[src/rtl/ahb_pkg.sv]
// ---------------------------------------------------------------------------
// ahb_pkg
// Types shared by the burst sequencer and the AHB manager it drives.
//   t_hsize     : AHB HSIZE encoding (bytes per beat = 2**hsize)
//   t_seq_state : burst sequencer control states
// ---------------------------------------------------------------------------
package ahb_pkg;

  typedef enum logic [2:0] {
    HSIZE_BYTE  = 3'b000,
    HSIZE_HALF  = 3'b001,
    HSIZE_WORD  = 3'b010,
    HSIZE_DWORD = 3'b011,
    HSIZE_4W    = 3'b100,
    HSIZE_8W    = 3'b101,
    HSIZE_16W   = 3'b110,
    HSIZE_32W   = 3'b111
  } t_hsize;

  typedef enum logic [2:0] {
    ST_IDLE  = 3'd0,
    ST_RUN   = 3'd1,
    ST_DRAIN = 3'd2,
    ST_DONE  = 3'd3,
    ST_ERR   = 3'd4
  } t_seq_state;

endpackage

[src/rtl/ahb_burst_sequencer.sv]
// ---------------------------------------------------------------------------
// ahb_burst_sequencer
// Turns one burst descriptor (address, beat count, size, wrap, direction)
// into a sequence of beat requests for an AHB manager, feeds write data
// through from a valid/ready stream and forwards read data back out.
//
// Ports
//   i_hclk, i_hreset_n          clock, async active-low reset
//   i_cmd_*  / o_cmd_ready      descriptor handshake
//   i_wdata, i_wvalid / o_wready write data stream
//   o_rdata, o_raddr, o_rvalid  read data stream (no backpressure)
//   o_done (pulse), o_err (sticky), i_clr_err
//   m_*                         manager-facing request / response signals
// ---------------------------------------------------------------------------
module ahb_burst_sequencer
  import ahb_pkg::*;
#(
  parameter int DATA_WDT = 32
) (
  input  logic                i_hclk,
  input  logic                i_hreset_n,
  // descriptor
  input  logic                i_cmd_valid,
  output logic                o_cmd_ready,
  input  logic                i_cmd_wr,
  input  logic [31:0]         i_cmd_addr,
  input  logic [15:0]         i_cmd_len,
  input  t_hsize              i_cmd_size,
  input  logic                i_cmd_wrap,
  // write stream
  input  logic [DATA_WDT-1:0] i_wdata,
  input  logic                i_wvalid,
  output logic                o_wready,
  // read stream
  output logic [DATA_WDT-1:0] o_rdata,
  output logic [31:0]         o_raddr,
  output logic                o_rvalid,
  // status
  output logic                o_done,
  output logic                o_err,
  input  logic                i_clr_err,
  // manager requests
  output logic                m_idle,
  output logic                m_rd,
  output logic                m_wr,
  output logic                m_first_xfer,
  output logic                m_wrap,
  output logic [31:0]         m_addr,
  output logic [15:0]         m_min_len,
  output t_hsize              m_size,
  output logic [DATA_WDT-1:0] m_wr_data,
  // manager responses
  input  logic                m_stall,
  input  logic                m_err,
  input  logic [DATA_WDT-1:0] m_rd_data,
  input  logic [31:0]         m_rd_data_addr,
  input  logic                m_rd_data_dav
);

  t_seq_state  state;
  t_seq_state  next_state;

  // latched descriptor
  logic        desc_wr;
  logic [31:0] desc_addr;
  logic [15:0] desc_len;
  t_hsize      desc_size;
  logic        desc_wrap;

  // beats still to issue, read beats returned so far
  logic [15:0] remaining;
  logic [15:0] received;

  logic        cmd_accept;
  logic        offered;
  logic        beat_accept;
  logic        drain_complete;

  // A descriptor is only taken when no error is being reported, since an
  // error in the same cycle sends the block to ERR instead of RUN.
  assign cmd_accept  = (state == ST_IDLE) && i_cmd_valid && !m_err;
  assign offered     = (state == ST_RUN) && (remaining != 16'd0) &&
                       (!desc_wr || i_wvalid);
  assign beat_accept = offered && !m_stall;

  // Looks ahead at the beat arriving this cycle so DONE follows the last
  // returned read beat by exactly one cycle.
  assign drain_complete = (received == desc_len) ||
                          (m_rd_data_dav && ((received + 16'd1) == desc_len));

  // Beat attributes are stable for the whole burst; only the control
  // strobes below depend on the state.
  assign m_addr    = desc_addr;
  assign m_min_len = remaining;
  assign m_size    = desc_size;
  assign m_wr_data = i_wdata;

  // State register.
  always_ff @(posedge i_hclk or negedge i_hreset_n) begin
    if (!i_hreset_n) begin
      state <= ST_IDLE;
    end else begin
      state <= next_state;
    end
  end

  // Next-state logic; a manager error overrides every other transition.
  always_comb begin
    next_state = state;
    if (m_err) begin
      next_state = ST_ERR;
    end else begin
      case (state)
        ST_IDLE: begin
          if (i_cmd_valid) begin
            if (i_cmd_len == 16'd0) begin
              next_state = ST_DONE;
            end else begin
              next_state = ST_RUN;
            end
          end else begin
            next_state = ST_IDLE;
          end
        end
        ST_RUN: begin
          if (beat_accept && (remaining == 16'd1)) begin
            if (desc_wr) begin
              next_state = ST_DONE;
            end else begin
              next_state = ST_DRAIN;
            end
          end else begin
            next_state = ST_RUN;
          end
        end
        ST_DRAIN: begin
          if (drain_complete) begin
            next_state = ST_DONE;
          end else begin
            next_state = ST_DRAIN;
          end
        end
        ST_DONE: begin
          next_state = ST_IDLE;
        end
        ST_ERR: begin
          if (i_clr_err) begin
            next_state = ST_IDLE;
          end else begin
            next_state = ST_ERR;
          end
        end
        default: begin
          next_state = ST_IDLE;
        end
      endcase
    end
  end

  // Descriptor capture on acceptance.
  always_ff @(posedge i_hclk or negedge i_hreset_n) begin
    if (!i_hreset_n) begin
      desc_wr   <= 1'b0;
      desc_addr <= 32'd0;
      desc_len  <= 16'd0;
      desc_size <= HSIZE_BYTE;
      desc_wrap <= 1'b0;
    end else if (cmd_accept) begin
      desc_wr   <= i_cmd_wr;
      desc_addr <= i_cmd_addr;
      desc_len  <= i_cmd_len;
      desc_size <= i_cmd_size;
      desc_wrap <= i_cmd_wrap;
    end
  end

  // Remaining-beat counter; the zero guard keeps it from wrapping.
  always_ff @(posedge i_hclk or negedge i_hreset_n) begin
    if (!i_hreset_n) begin
      remaining <= 16'd0;
    end else if (cmd_accept) begin
      remaining <= i_cmd_len;
    end else if (beat_accept && (remaining != 16'd0)) begin
      remaining <= remaining - 16'd1;
    end
  end

  // Returned-read-beat counter, restarted with each new descriptor.
  always_ff @(posedge i_hclk or negedge i_hreset_n) begin
    if (!i_hreset_n) begin
      received <= 16'd0;
    end else if (cmd_accept) begin
      received <= 16'd0;
    end else if (m_rd_data_dav) begin
      received <= received + 16'd1;
    end
  end

  // Read data path: one-cycle registered copy, forwarded in every state.
  always_ff @(posedge i_hclk or negedge i_hreset_n) begin
    if (!i_hreset_n) begin
      o_rdata  <= '0;
      o_raddr  <= 32'd0;
      o_rvalid <= 1'b0;
    end else begin
      o_rdata  <= m_rd_data;
      o_raddr  <= m_rd_data_addr;
      o_rvalid <= m_rd_data_dav;
    end
  end

  // Control outputs decoded from the state register. In RUN with nothing
  // offered every strobe is low, which the manager turns into BUSY.
  always_comb begin
    o_cmd_ready  = 1'b0;
    o_wready     = 1'b0;
    o_done       = 1'b0;
    o_err        = 1'b0;
    m_idle       = 1'b0;
    m_rd         = 1'b0;
    m_wr         = 1'b0;
    m_first_xfer = 1'b0;
    m_wrap       = 1'b0;
    case (state)
      ST_IDLE: begin
        o_cmd_ready = 1'b1;
        m_idle      = 1'b1;
      end
      ST_RUN: begin
        m_rd         = offered && !desc_wr;
        m_wr         = offered && desc_wr;
        m_first_xfer = offered && (remaining == desc_len);
        m_wrap       = offered && desc_wrap;
        o_wready     = desc_wr && (remaining != 16'd0) && !m_stall;
      end
      ST_DRAIN: begin
        m_idle = 1'b1;
      end
      ST_DONE: begin
        o_done = 1'b1;
        m_idle = 1'b1;
      end
      ST_ERR: begin
        o_err  = 1'b1;
        m_idle = 1'b1;
      end
      default: begin
        m_idle = 1'b1;
      end
    endcase
  end

endmodule

[config.mk]
export PLATFORM = sky130hd
export DESIGN_NAME = ahb_burst_sequencer
export DESIGN_NICKNAME = d
export VERILOG_FILES = /design/src/rtl/ahb_pkg.sv /design/src/rtl/ahb_burst_sequencer.sv
export SDC_FILE = /design/constraint.sdc
export NUM_CORES = 1
export LEC_CHECK = 0
export BUFFER_PORTS_ARGS = -buffer_cell sky130_fd_sc_hd__buf_2
export CAP_MARGIN = 20
export CELL_PAD_IN_SITES_DETAIL_PLACEMENT = 0
export CELL_PAD_IN_SITES_GLOBAL_PLACEMENT = 1
export CORE_MARGIN = 3
export CORE_UTILIZATION = 35
export DETAILED_ROUTE_END_ITERATION = 16
export HOLD_SLACK_MARGIN = 0.02
export PLACE_DENSITY = 0.93
export SLEW_MARGIN = 5
export SYNTH_ARGS = -nofsm -noshare
export SYNTH_HDL_FRONTEND = slang
export SYNTH_SLANG_ARGS = --single-unit
[constraint.sdc]
create_clock -name i_hclk -period 4 [get_ports i_hclk]
set_input_delay 0.2 -clock i_hclk [delete_from_list [all_inputs] [get_ports i_hclk]]
set_output_delay 0.2 -clock i_hclk [all_outputs]
set_load 0.02 [all_outputs]
==> impl_metrics.toml, run 1 <==
[status]
outcome = "completed"

[floorplanning]
die_h_um = 142
start_util = 0.358
coreArea_mm2 = 0.0180
ioPinCount = 314
fp.dieW_um = 142
rows = 49
die_area_mm2 = 0.0201

[placement]
dp_slack_ns = 1.69
dp_hpwl_um = 13900
port-buffer-count = 249
place_congestion = 0.924

[finish]
syn_to_final_growth_pct = 45.8
antennaDiodeCount = 0
drive_above_1_share = 0.307
fin_util = 0.522
layout.nets = 1113

[timing]
slew_headroom = 0.415
final-hold-violation-count = 0
min_period_over_period = 0.664
rsz0062_at_grt = "false"
worst_clock_skew_ns = 0.0146
worst_pin_slew_ns = 0.877
fin_ws_ns = 1.34
drv_slew = 0
setup_tns_ns = 0
fmax_mhz = 376
period_needed_ns = 2.66
finalSetupViolCount = 0

[synth]
synth-edff-count = 0
synth.most_common_cell = "nand2_1"
synth_cell_type_count = 49
synth_seq_cells = 153
synthCells = 626
synth_common_cells = "nand2_1 (165), dfrtp_1 (153), buf_4 (33), xor2_1 (32), nor2_1 (30)"
synth_area_mm2 = 0.00645
synth_flop_cell = "dfrtp_1"
netlist.top_cell.by_area = "dfrtp_1"
syn_area_per_cell_um2 = 10.3
synth_top_area_share = 0.593
yosys_warnings = 0
synth.area.top_cells = "dfrtp_1 (59%), nand2_1 (9.6%), xor2_1 (4.3%)"
synth-async-reset-ratio = 1.00
synth_fp_nets = 786
yosysSeqAreaShare = 0.593

[drt]
antenna_left = 0
drtPass1Iterations = 5
num_vias = 5792
drt-initial-drc-count = 344
post_drt_wl_per_cell_um = 17.5
finalWirelength_um = 21000
route.detailed.drc = 0
via_per_inst = 4.85

[critical_path]
end_kind = "output port"
required_ns = 3.80
crit_chain = "inv_1 > ha_1 > nor3b_1 > nand4b_1 > nand3_1 > nor3b_1 > buf_2"
cp.arrival_ns = 2.46
crit_fanout = 8
start_kind = "register"
cpMaxStageDelayCell = "dfrtp_1"
max_stage_delay_ns = 0.48
path_buf_inv = 2
path_delay_family = "simple AND/OR/NAND/NOR gates"
crit_top_cell = "nor3b_1"
crit_type = "register to output port"

[run]
maxCapViolations = 0

[clocking]
clock_sinks = 153
worstSkewPairLatency_ns = 0.43
cts-root-buf = "clkbuf_16"
cts_buffers = 17
cts_tree = "yes"
path_clk_slew_ns = 0.07
cts_max_path_buffers = 2
htree_num_levels = 4
cts_setup_buffers = 0

[global_routing]
antenna_found_initial = 1
grt_max_degree = 95
grt_pass1_wl_um = 33100
grt_pass1_vias = 6069
grt_overflow = 0
track_usage = 0.210

[pwr]
peakVddDrop_uv = 388
leakagePower_nw = 4.67
pwr_density_cell_mw_per_mm2 = 508

[min_path]
hold_path_class = "primary input to register"
-- per-layer routing --
metal  global-route usage  routed length [um]
met5                    0                  13
met4               0.0747                 544
met3               0.0721                1720
met2                0.353               10700
met1                0.251                8030
-- final timing paths --
| kind | slack [ns] | depth (start not counted) | endpoint | start |
|---|---|---|---|---|
| min | 0.04 | 2 | state[2] | m_err |
| min reg2reg | 0.47 | 2 | m_addr[27] | m_addr[27] |
| max reg2reg | 1.59 | 8 | m_min_len[8] | m_min_len[0] |
| max in group asynchronous | 2.56 | 3 | received[12] | i_hreset_n |
| max | 1.34 | 7 | m_wrap | m_min_len[0] |
| min in group asynchronous | 0.43 | 2 | o_rdata[16] | i_hreset_n |
-- layout make-up --
| type | count | area, um2 |
|---|---|---|
| inverters | 13 | 48.8 |
| flip-flops and latches | 153 | 3830 |
| clock inverters | 14 | 170 |
| clock buffers | 18 | 439 |
| multi-input cells | 403 | 2240 |
| fillers | 1580 | 8610 |
| well taps | 229 | 287 |
| repair buffers | 365 | 2400 |
-- what timing repair did --
action	4_1_cts	5_1_grt
hold buffers	112	0
resized for setup	0	0
endpoints found under the hold margin	207	0
-- sequential cells by signal, summed over array words and instances, names as in the netlist --
signal     cells
received      16
desc_wr        1
desc_wrap      1
state          3
desc_len      16
o_rvalid       1
o_raddr       32
m_min_len     16
m_addr        32
m_size         3
o_rdata       32
-- kinds of logic after synthesis --
family,share of synthesized area
compound gates,0.0566
xor+xnor,0.0719
simple gates,0.206
flops,0.593
mux,0.00485
buf+inv,0.0613
fa+ha+maj,0.00582
-- cell usage in the layout (no fill, tap or decap), drive strengths merged, types with 2 or more instances in the layout --
cell | synthesis | routed
a21oi | 7 | 7
a31oi | 2 | 2
a41oi | 2 | 2
and3 | 4 | 4
buf | 40 | 253
clkbuf | 17 | 18
clkinv | 0 | 6
dfrtp | 153 | 153
dlygate4sd3 | 0 | 112
ha | 3 | 3
inv | 13 | 21
mux2i | 2 | 2
nand2 | 165 | 165
nand3 | 20 | 20
nand4 | 10 | 10
nand4b | 2 | 2
nor2 | 30 | 30
nor2b | 3 | 3
nor3 | 11 | 11
nor3b | 3 | 3
nor4 | 16 | 16
nor4b | 2 | 2
o211ai | 11 | 11
o21ai | 22 | 22
o311ai | 5 | 5
o31ai | 2 | 2
or2 | 2 | 2
or3 | 10 | 10
or4 | 5 | 5
xnor2 | 21 | 21
xor2 | 32 | 32
-- power breakdown --
group	total [mW]	internal (mW)	switching [mW]
sequential	2.02	1.76	0.258
combinational	1.14	0.468	0.669
clock	1.63	0.863	0.764
-- stage by stage --
step	instance area, um2	hold slack [ns]	total power [mW]	std cells
2_1_floorplan	6450	-0.0956	2.68	626
3_3_place_gp	7680	0.308	3.04	1051
3_5_place_dp	7680	0.309	3.06	1051
4_1_cts	9410	0.0203	4.79	1195
5_1_grt	9410	0.0464	5.01	1195
6_report	9410	0.0377	4.78	1195
No activity file was read; power rests on OpenSTA's default activity.
==> inputs of run 2 (changes only) <==
--- a/config.mk
+++ b/config.mk
@@ -10,10 +10,10 @@
 export CELL_PAD_IN_SITES_DETAIL_PLACEMENT = 0
 export CELL_PAD_IN_SITES_GLOBAL_PLACEMENT = 1
 export CORE_MARGIN = 3
-export CORE_UTILIZATION = 35
+export CORE_UTILIZATION = 30
 export DETAILED_ROUTE_END_ITERATION = 16
 export HOLD_SLACK_MARGIN = 0.02
-export PLACE_DENSITY = 0.93
+export PLACE_DENSITY = 0.86
 export SLEW_MARGIN = 5
 export SYNTH_ARGS = -nofsm -noshare
 export SYNTH_HDL_FRONTEND = slang
==> constraint.sdc (replaced) <==
create_clock -name i_hclk -period 2.3 [get_ports i_hclk]
set_input_delay 0.115 -clock i_hclk [delete_from_list [all_inputs] [get_ports i_hclk]]
set_output_delay 0.115 -clock i_hclk [all_outputs]
set_load 0.02 [all_outputs]
==> run 2 against run 1 <==
Clock skew down 0.00073 ns. Design area rose by 5.0%. Die area rose by 16%. Via count increased by 2.1%. Hold slack better by 0.19 ns. Sequential cell count unchanged. Clock power grew 92%. Setup slack worse by 1.3 ns. Critical path type is now register to register. Largest cell class unchanged.
==> impl_metrics.toml, run 2 (synthesized netlist as in run 1, its figures left out) <==
[drt]
num_vias = 5915
post_drt_wl_per_cell_um = 16.5
finalWirelength_um = 21100
antenna_left = 0
drt-initial-drc-count = 287
drtPass1Iterations = 5
via_per_inst = 4.63
route.detailed.drc = 0

[floorplanning]
ioPinCount = 314
coreArea_mm2 = 0.0211
fp.dieW_um = 153
die_area_mm2 = 0.0233
start_util = 0.306
rows = 53
die_h_um = 153

[critical_path]
crit_chain = "or3b_1 > nor3_2 > and2_1 > nand3_2 > or4_1 > nand3_1"
cpMaxStageDelayCell = "dfrtp_1"
cp.arrival_ns = 2.57
crit_type = "register to register"
required_ns = 2.65
start_kind = "register"
end_kind = "register"
max_stage_delay_ns = 0.46
crit_fanout = 7

[global_routing]
grt_pass1_wl_um = 33500
grt_overflow = 0
track_usage = 0.180
grt_pass1_vias = 6274
grt_max_degree = 65
antenna_found_initial = 1

[clocking]
worstSkewPairLatency_ns = 0.42
htree_num_levels = 4
clock_sinks = 153
cts-root-buf = "clkbuf_16"
cts_tree = "yes"
path_clk_slew_ns = 0.07
cts_max_path_buffers = 2
cts_buffers = 17

[pwr]
total_power_mw = 8.74
pwr_density_cell_mw_per_mm2 = 885
peakVddDrop_uv = 551
leakagePower_nw = 4.88

[finish]
multi_input_area_mm2 = 0.00226
layout_commonest_cell = "buf_2"
fill_cells = 1942
layout_common_cells = "buf_2 (248), nand2_1 (165), dfrtp_1 (152), dlygate4sd3_1 (121), xor2_1 (32)"
drive_above_1_share = 0.328
layout.nets = 1149
syn_to_final_growth_pct = 53.1
register_area_mm2 = 0.00383

[timing]
setup_tns_ns = 0
final-hold-violation-count = 0
slew_headroom = 0.601
finalSetupViolCount = 0
fin_ws_ns = 0.0804
fmax_mhz = 451
fin_hold_ws_ns = 0.230
worst_clock_skew_ns = 0.0139
period_needed_ns = 2.22
worst_pin_slew_ns = 0.599
drv_slew = 0
min_period_over_period = 0.965

[status]
outcome = "completed"

[placement]
dp_hpwl_um = 14600
place_congestion = 0.839
port-buffer-count = 249
dp_slack_ns = 0.132

[run]
maxCapViolations = 0

[min_path]
hold_path_class = "primary input to output port"
[run 2: cell count changes in the layout (fill, tap and decap cells not counted), sizes merged]
cell	change
diode	+1
dlygate4sd3	+9
buf	+27
clkinv	-4
bufinv	+4
[run 2: final timing paths]
path	startpoint	end	slack, ns	cells after the start
hold reg to reg	m_addr[25]	m_addr[25]	0.47	2
hold / removal	i_wdata[22]	m_wr_data[22]	0.23	0
min in group asynchronous	i_hreset_n	o_raddr[23]	0.27	2
setup reg to reg	state[0]	m_min_len[10]	0.08	6
max in group asynchronous	i_hreset_n	received[2]	1.34	3
setup / recovery	state[0]	m_min_len[10]	0.08	6
[run 2: final cells by class]
cell class,instances,area share
clock inverters,14,0.0223
flip-flops and latches,153,0.388
clock buffers,18,0.0444
repair buffers,401,0.277
diodes,1,0.000253
multi-input cells,403,0.229
inverters,13,0.00494
well taps,275,0.0348
[run 2: per-layer routing]
layer,vias to the layer above,wire length (um),GRT usage
li1,2780,-,-
met1,2853,8380,0.210
met2,246,10700,0.313
met3,36,1680,0.0628
met4,0,406,0.0513
met5,-,0,0
[run 2: stage by stage]
stage               std cells   util  cell area [um2]
floorplan                 626      -             6450
global placement         1123  0.378             7970
detailed placement       1123  0.378             7970
CTS                      1276  0.467             9850
global route             1278  0.469             9880
finish                   1278  0.469             9880
[run 2: worst max-delay path: cells and delay by family, from the launching register on]
kind / cells / cell delay [ns]
flip-flops: 1 / 0.46
AND/OR/NAND/NOR: 6 / 1.69
[run 2: where the power goes]
group          total [mW]  switching [mW]  internal, mW
sequential           3.42           0.360          3.06
clock                3.13            1.24          1.90
combinational        2.19            1.26         0.926
total                8.74            2.86          5.88
[run 2: timing repair]
action,in CTS,in global routing
endpoints found under the setup margin,5,9
cloned,0,0
endpoints found under the hold margin,196,0
hold buffers,121,0
resized for setup,2,5
pin swaps,0,2
setup buffers,0,1
